## src/rtl/regfile_pkg.sv

```systemverilog
// Shared constants and helpers for the register file.
package regfile_pkg;

   localparam int unsigned RF_WIDTH = 32;
   localparam int unsigned RF_DEPTH = 32;

   // Index width for a given register count; never narrower than one bit.
   function automatic int unsigned rf_addr_w(input int unsigned depth);
      return (depth <= 2) ? 1 : $clog2(depth);
   endfunction

endpackage

```

## src/rtl/register_word.sv

```systemverilog
// One storage row of the register file: WIDTH bits, async active-low clear, write enable.
module register_word #(
   parameter int unsigned WIDTH = 32
) (
   input  logic             i_clk,
   input  logic             i_rst_n,
   input  logic             i_wr_en,
   input  logic [WIDTH-1:0] i_wr_data,
   output logic [WIDTH-1:0] o_data
);

   logic [WIDTH-1:0] r_data;

   // Row storage: cleared at once on reset, loaded on an enabled edge.
   always_ff @(posedge i_clk or negedge i_rst_n) begin
      if (!i_rst_n) begin
         r_data <= '0;
      end else if (i_wr_en) begin
         r_data <= i_wr_data;
      end
   end

   assign o_data = r_data;

endmodule

```

## src/rtl/register_file.sv

```systemverilog
// Register file: one write port, two registered read ports, optional zero register.
// Build option: define REGISTER_FILE_BYPASS_EN for write-first behaviour on a same-edge
// read/write collision; the default build is read-first.
module register_file
   import regfile_pkg::*;
#(
   parameter int unsigned WIDTH    = RF_WIDTH,
   parameter int unsigned DEPTH    = RF_DEPTH,
   parameter bit          ZERO_REG = 1'b1,
   localparam int unsigned ADDR_W  = rf_addr_w(DEPTH)
) (
   input  logic              clk,
   input  logic              rst_n,
   input  logic              wr_en,
   input  logic [ADDR_W-1:0] wr_addr,
   input  logic [WIDTH-1:0]  wr_data,
   input  logic              rd_en_a,
   input  logic [ADDR_W-1:0] rd_addr_a,
   input  logic              rd_en_b,
   input  logic [ADDR_W-1:0] rd_addr_b,
   output logic [WIDTH-1:0]  rd_data_a,
   output logic [WIDTH-1:0]  rd_data_b
);

   // DEPTH as an ADDR_W+1 bit value so range checks compare equal widths.
   localparam logic [ADDR_W:0] DEPTH_C = DEPTH[ADDR_W:0];

   logic             w_wr_hit;
   logic             w_rd_ok_a;
   logic             w_rd_ok_b;
   logic [WIDTH-1:0] w_rows [DEPTH];
   logic [WIDTH-1:0] w_rd_val_a;
   logic [WIDTH-1:0] w_rd_val_b;
   logic [WIDTH-1:0] r_rd_data_a;
   logic [WIDTH-1:0] r_rd_data_b;

   // A write only counts if in range and not aimed at a hardwired zero register.
   assign w_wr_hit  = wr_en && ({1'b0, wr_addr} < DEPTH_C) && !(ZERO_REG && (wr_addr == '0));
   assign w_rd_ok_a = ({1'b0, rd_addr_a} < DEPTH_C) && !(ZERO_REG && (rd_addr_a == '0));
   assign w_rd_ok_b = ({1'b0, rd_addr_b} < DEPTH_C) && !(ZERO_REG && (rd_addr_b == '0));

   for (genvar g = 0; g < DEPTH; g++) begin : g_row
      logic w_row_we;
      assign w_row_we = w_wr_hit && (wr_addr == ADDR_W'(g));

      register_word #(
         .WIDTH (WIDTH)
      ) u_word (
         .i_clk     (clk),
         .i_rst_n   (rst_n),
         .i_wr_en   (w_row_we),
         .i_wr_data (wr_data),
         .o_data    (w_rows[g])
      );
   end

   // Port A read mux; ignored writes never bypass since w_wr_hit excludes them.
   always_comb begin
      w_rd_val_a = '0;
      if (w_rd_ok_a) begin
         w_rd_val_a = w_rows[rd_addr_a];
`ifdef REGISTER_FILE_BYPASS_EN
         if (w_wr_hit && (wr_addr == rd_addr_a)) begin
            w_rd_val_a = wr_data;
         end
`endif
      end
   end

   // Port B read mux, same rules as port A.
   always_comb begin
      w_rd_val_b = '0;
      if (w_rd_ok_b) begin
         w_rd_val_b = w_rows[rd_addr_b];
`ifdef REGISTER_FILE_BYPASS_EN
         if (w_wr_hit && (wr_addr == rd_addr_b)) begin
            w_rd_val_b = wr_data;
         end
`endif
      end
   end

   // Read output registers: load on strobe, otherwise hold.
   always_ff @(posedge clk or negedge rst_n) begin
      if (!rst_n) begin
         r_rd_data_a <= '0;
         r_rd_data_b <= '0;
      end else begin
         if (rd_en_a) r_rd_data_a <= w_rd_val_a;
         if (rd_en_b) r_rd_data_b <= w_rd_val_b;
      end
   end

   assign rd_data_a = r_rd_data_a;
   assign rd_data_b = r_rd_data_b;

endmodule

```

## config.mk

```make
export PLATFORM = sky130hd
export DESIGN_NAME = register_file
export DESIGN_NICKNAME = d
export VERILOG_FILES = /design/src/rtl/regfile_pkg.sv /design/src/rtl/register_word.sv /design/src/rtl/register_file.sv
export SDC_FILE = /design/constraint.sdc
export NUM_CORES = 2
export LEC_CHECK = 0
export ABC_CLOCK_PERIOD_IN_PS = 1750
export BUFFER_PORTS_ARGS = -buffer_cell sky130_fd_sc_hd__buf_2
export CORE_UTILIZATION = 43
export DETAILED_ROUTE_END_ITERATION = 16
export PLACE_DENSITY = 0.65
export SLEW_MARGIN = 20
export SYNTH_ARGS = -nofsm -noshare
export SYNTH_HDL_FRONTEND = slang
export SYNTH_SLANG_ARGS = --single-unit
```

## constraint.sdc

```tcl
create_clock -name clk -period 1.75 [get_ports clk]
set_input_delay 0.0875 -clock clk [delete_from_list [all_inputs] [get_ports clk]]
set_output_delay 0.0875 -clock clk [all_outputs]
set_load 0.005 [all_outputs]
```

==> reports/metrics.sh <==
NUM-FILL-CELLS=10900
FMAX_MHz=571
HTREE_NUM_LEVELS=3
SYNTHESIS.INSTANCES=3726
FINALSETUPVIOLATIONS=1
CTS_TREE='yes'
YS_ASYNC_SR_FRACTION_PCT=100
SYNTH_TOP_FAMILY_BY_AREA='multiplexers'
FINAL-SEQ-AREA_UM2=27200
DP_HPWL_UM=121000
INITIAL_UTILIZATION_PCT=43.6
ANTENNA_FOUND_INITIAL=15
GR-USAGE-ALL-LAYERS_PCT=28.8
FIN_CELLS=5930
PRE_CTS_SLACK_NS=-0.355
MULTI_INPUT_COMB_AREA_UM2=27900
DETAILROUTE.VIA_COUNT=37900
LAYOUT.NETS=4150
MAXCAPVIOLCOUNT=0
YOSYS.AREA_SHARE.SIMPLE_PCT=2.24
DIE_H_UM=365
FINAL_UTIL_PCT=52.2
SYNTH.FF_LATCH_COUNT=1088
POST-ROUTE-CELL-AREA_UM2=67900
DETAIL_ROUTE.FIRST_PASS.ITERATIONS=5
DPL-INSTANCE-AREA_UM2=63400
TIMING.CRITICAL_PATH.FANOUT_MAX=2
WHS_NS=0.0704
PROPORTION_OF_SYNTHESIZED_AREA_IN_MUX_CELLS_PCT=41.8
PATH_CLASS='flop to flop'
DETAIL_ROUTE.WL_PER_CELL_UM=31.9
POWER.TOTAL_mW=73.4
REMAINING_DRC_ERRORS=0
SYNTH_LARGEST_TYPE_AREA_FRACTION_PCT=48.0
POWER_DENSITY_nW_PER_UM2=1080
STARTPOINT_TYPE='flop'
SYN2LAYOUT_AREA_GROWTH_PCT=19.7
CTS-BUFFERS-INSERTED=113
FINAL_ANTENNA_NET_COUNT=0
SYNTH_XOR_XNOR_AREA_SHARE_PCT=0
LAYOUT_WORST_PATH_CYCLE_SHARE_PCT=100
DIE_AREA_UM2=133000
DOMINANT_REGISTER_CELL_IN_THE_SYNTHESIZED_NETLIST='sky130_fd_sc_hd__dfrtp_1'
CLOCK_SINK_COUNT=1088
SYNTHESIS.AREA_PER_INSTANCE_UM2=15.2
SLEW_HEADROOM_PCT=39.1
POWER.IR.VDD_WORST_mV=0.801
RUN_STATUS='finished, violations left'
SYNTH_COMPOUND_GATE_AREA_SHARE_PCT=4.25
NUMPORTBUFFERS=115
PLACE_CONGESTION=0.839
SYNTHADDERAREAFRAC_PCT=0
CLOCK_TREE.ROOT_CELL='sky130_fd_sc_hd__clkbuf_16'
GLOBAL_ROUTE_WIRE_LENGTH_BEFORE_REPAIR_UM=277000
LAYOUT_SETUP_WS_NS=-0.00102
DPL.CELL_COUNT=5658
GRT.OVERFLOW.TOTAL=0
CLK_PIN_SLEW_NS=0.06
MOSTFREQUENTLAYOUTCELL='sky130_fd_sc_hd__dfrtp_1'
TIGHTESTPINTRANSITION_NS=0.910
DRT_ITER0_DRC=3769
STATIC-LEAKAGE-POWER_nW=29.9
FINAL.MIN_CLOCK_PERIOD_NS=1.75
FLOORPLAN.CORE_AREA_UM2=130000
REPORT.FINAL.HOLD_VIOL_COUNT=0
WORST_SKEW_PAIR.LATE_LATENCY_NS=0.73
VIA_COUNT_OF_THE_FIRST_GLOBAL_ROUTING_PASS=38900
SYNTHESIZED_NETLIST_NET_COUNT=3778
SYNTH.LARGEST_AREA_CELL='sky130_fd_sc_hd__dfrtp_1'
SYNTH.AREA.TOP_CELLS='sky130_fd_sc_hd__dfrtp_1 (48%), sky130_fd_sc_hd__mux2_2 (19%), sky130_fd_sc_hd__mux4_2 (18%)'
VIOLATIONS='negative setup slack'
CRIT_PATH_END_KIND='flop'
SYNTH_WARNINGS=0
FINALWIRELENGTH_UM=189000
FP-ROW-COUNT=132
CP_DATA_ARRIVAL_TIME_NS=2.38
CLOCK_PATH_BUFFERS=3
GRT_SETUP_UNREPAIRED='yes'
TIMING.SETUP.TNS_NS=-0.00102
POST_DRT_VIA_CELL_RATIO=6.39
SYNTHDISTINCTLIBCELLS=49
YS_SEQ_AREA_SHARE_PCT=48.0
DRIVE_GT1_SHARE_PCT=56.3
LAYOUT.CELLS.MOST_COMMON_LIST='sky130_fd_sc_hd__dfrtp_1 (1,088), sky130_fd_sc_hd__mux2_2 (969), sky130_fd_sc_hd__mux4_2 (460)'
HP-CLASS='primary input to flop'
SYN-CELL-AREA_UM2=56800
DIE_WIDTH_UM=365
FIN_SKEW_NS=0.0226
FLOORPLAN.IO_PINS=116
WORST_EP_REQUIRED_TIME_NS=2.37
SYNTH-EDFF-COUNT=0
GRT_START_MAX_NET_PINS=93
TIMING.FINAL.MAX_SLEW_VIOLATIONS=0
## power breakdown
part | internal [mW] | leakage [nW] | switching, mW
registers | 29.9 | 13.9 | 3.59
clock network | 13.8 | 1.81 | 10.4
logic | 9.72 | 14.2 | 5.96
total | 53.4 | 29.9 | 20.0
## cell usage after synthesis (18+ instances only)
cell / number
sky130_fd_sc_hd__a32o_1: 20
sky130_fd_sc_hd__mux2_2: 975
sky130_fd_sc_hd__buf_6: 30
sky130_fd_sc_hd__o22ai_1: 42
sky130_fd_sc_hd__a221oi_1: 20
sky130_fd_sc_hd__nand2_1: 41
sky130_fd_sc_hd__mux2_1: 64
sky130_fd_sc_hd__nor2_1: 53
sky130_fd_sc_hd__a211o_1: 20
sky130_fd_sc_hd__nor2b_1: 42
sky130_fd_sc_hd__nand2b_1: 52
sky130_fd_sc_hd__buf_2: 100
sky130_fd_sc_hd__mux2i_1: 147
sky130_fd_sc_hd__dfrtp_1: 1088
sky130_fd_sc_hd__mux4_2: 460
sky130_fd_sc_hd__nand3_1: 24
sky130_fd_sc_hd__buf_1: 57
sky130_fd_sc_hd__buf_4: 18
sky130_fd_sc_hd__o221ai_1: 21
sky130_fd_sc_hd__a22oi_1: 24
sky130_fd_sc_hd__o41ai_1: 30
sky130_fd_sc_hd__a22o_1: 24
sky130_fd_sc_hd__clkbuf_1: 225
sky130_fd_sc_hd__a211oi_1: 68
## critical path, cell delays in order, from the launching register on
cell and delay (ns):
sky130_fd_sc_hd__dfrtp_1 0.38, sky130_fd_sc_hd__buf_4 0.13, sky130_fd_sc_hd__mux4_2 0.47, sky130_fd_sc_hd__a22oi_2 0.20, sky130_fd_sc_hd__nand3_1 0.15, sky130_fd_sc_hd__a32o_2 0.31
## registers in the layout, summed over array words and instances (netlist names)
name and cells:
rd_data_b 32, g_row.u_word.o_data 1024, rd_data_a 32
## kinds of logic after synthesis
group | Yosys count
buffers and inverters | 438
and+or+nand+nor | 242
DFF | 1088
muxes | 1659
AOI/OAI and AO/OA | 299
## routing by layer
layer  routed length [um]  GRT usage, %  up-vias
met5                   35             0        -
li1                     -             -    15200
met1                80400          42.2    20500
met4                 7190          9.71        6
met2                83100          42.5     1828
met3                18300          5.84      378
## final cells by class
cell class | instances | area share (%)
diodes | 6 | 0.0221
clock buffers | 164 | 4.89
well taps | 1742 | 3.21
inverters | 3 | 0.0166
repair buffers | 692 | 10.2
flip-flops and latches | 1088 | 40.1
multi-input cells | 2200 | 41.1
clock inverters | 35 | 0.530
## worst paths after layout
path / start / cells past startpoint / slack (ns) / to
worst max register to register: g_row[15].u_word.o_data[3] / 5 / -0.001 / rd_data_b[3]
worst max-delay path: g_row[15].u_word.o_data[3] / 5 / -0.001 / rd_data_b[3]
max in group asynchronous: rst_n / 3 / 0.34 / g_row[11].u_word.o_data[11]
worst min register to register: g_row[0].u_word.o_data[18] / 0 / 0.40 / g_row[0].u_word.o_data[18]
worst min-delay path: rd_en_a / 4 / 0.07 / rd_data_a[1]
min in group asynchronous: rst_n / 3 / 0.08 / g_row[8].u_word.o_data[23]
## repair_timing
item,CTS,global route
setup buffers,15,16
resized for setup,19,40
hold buffers,38,0
pin swaps,7,31
endpoints found under the hold margin,1990,0
endpoints found under the setup margin,21,42
Note: power is estimated with default switching activity, not from simulation.
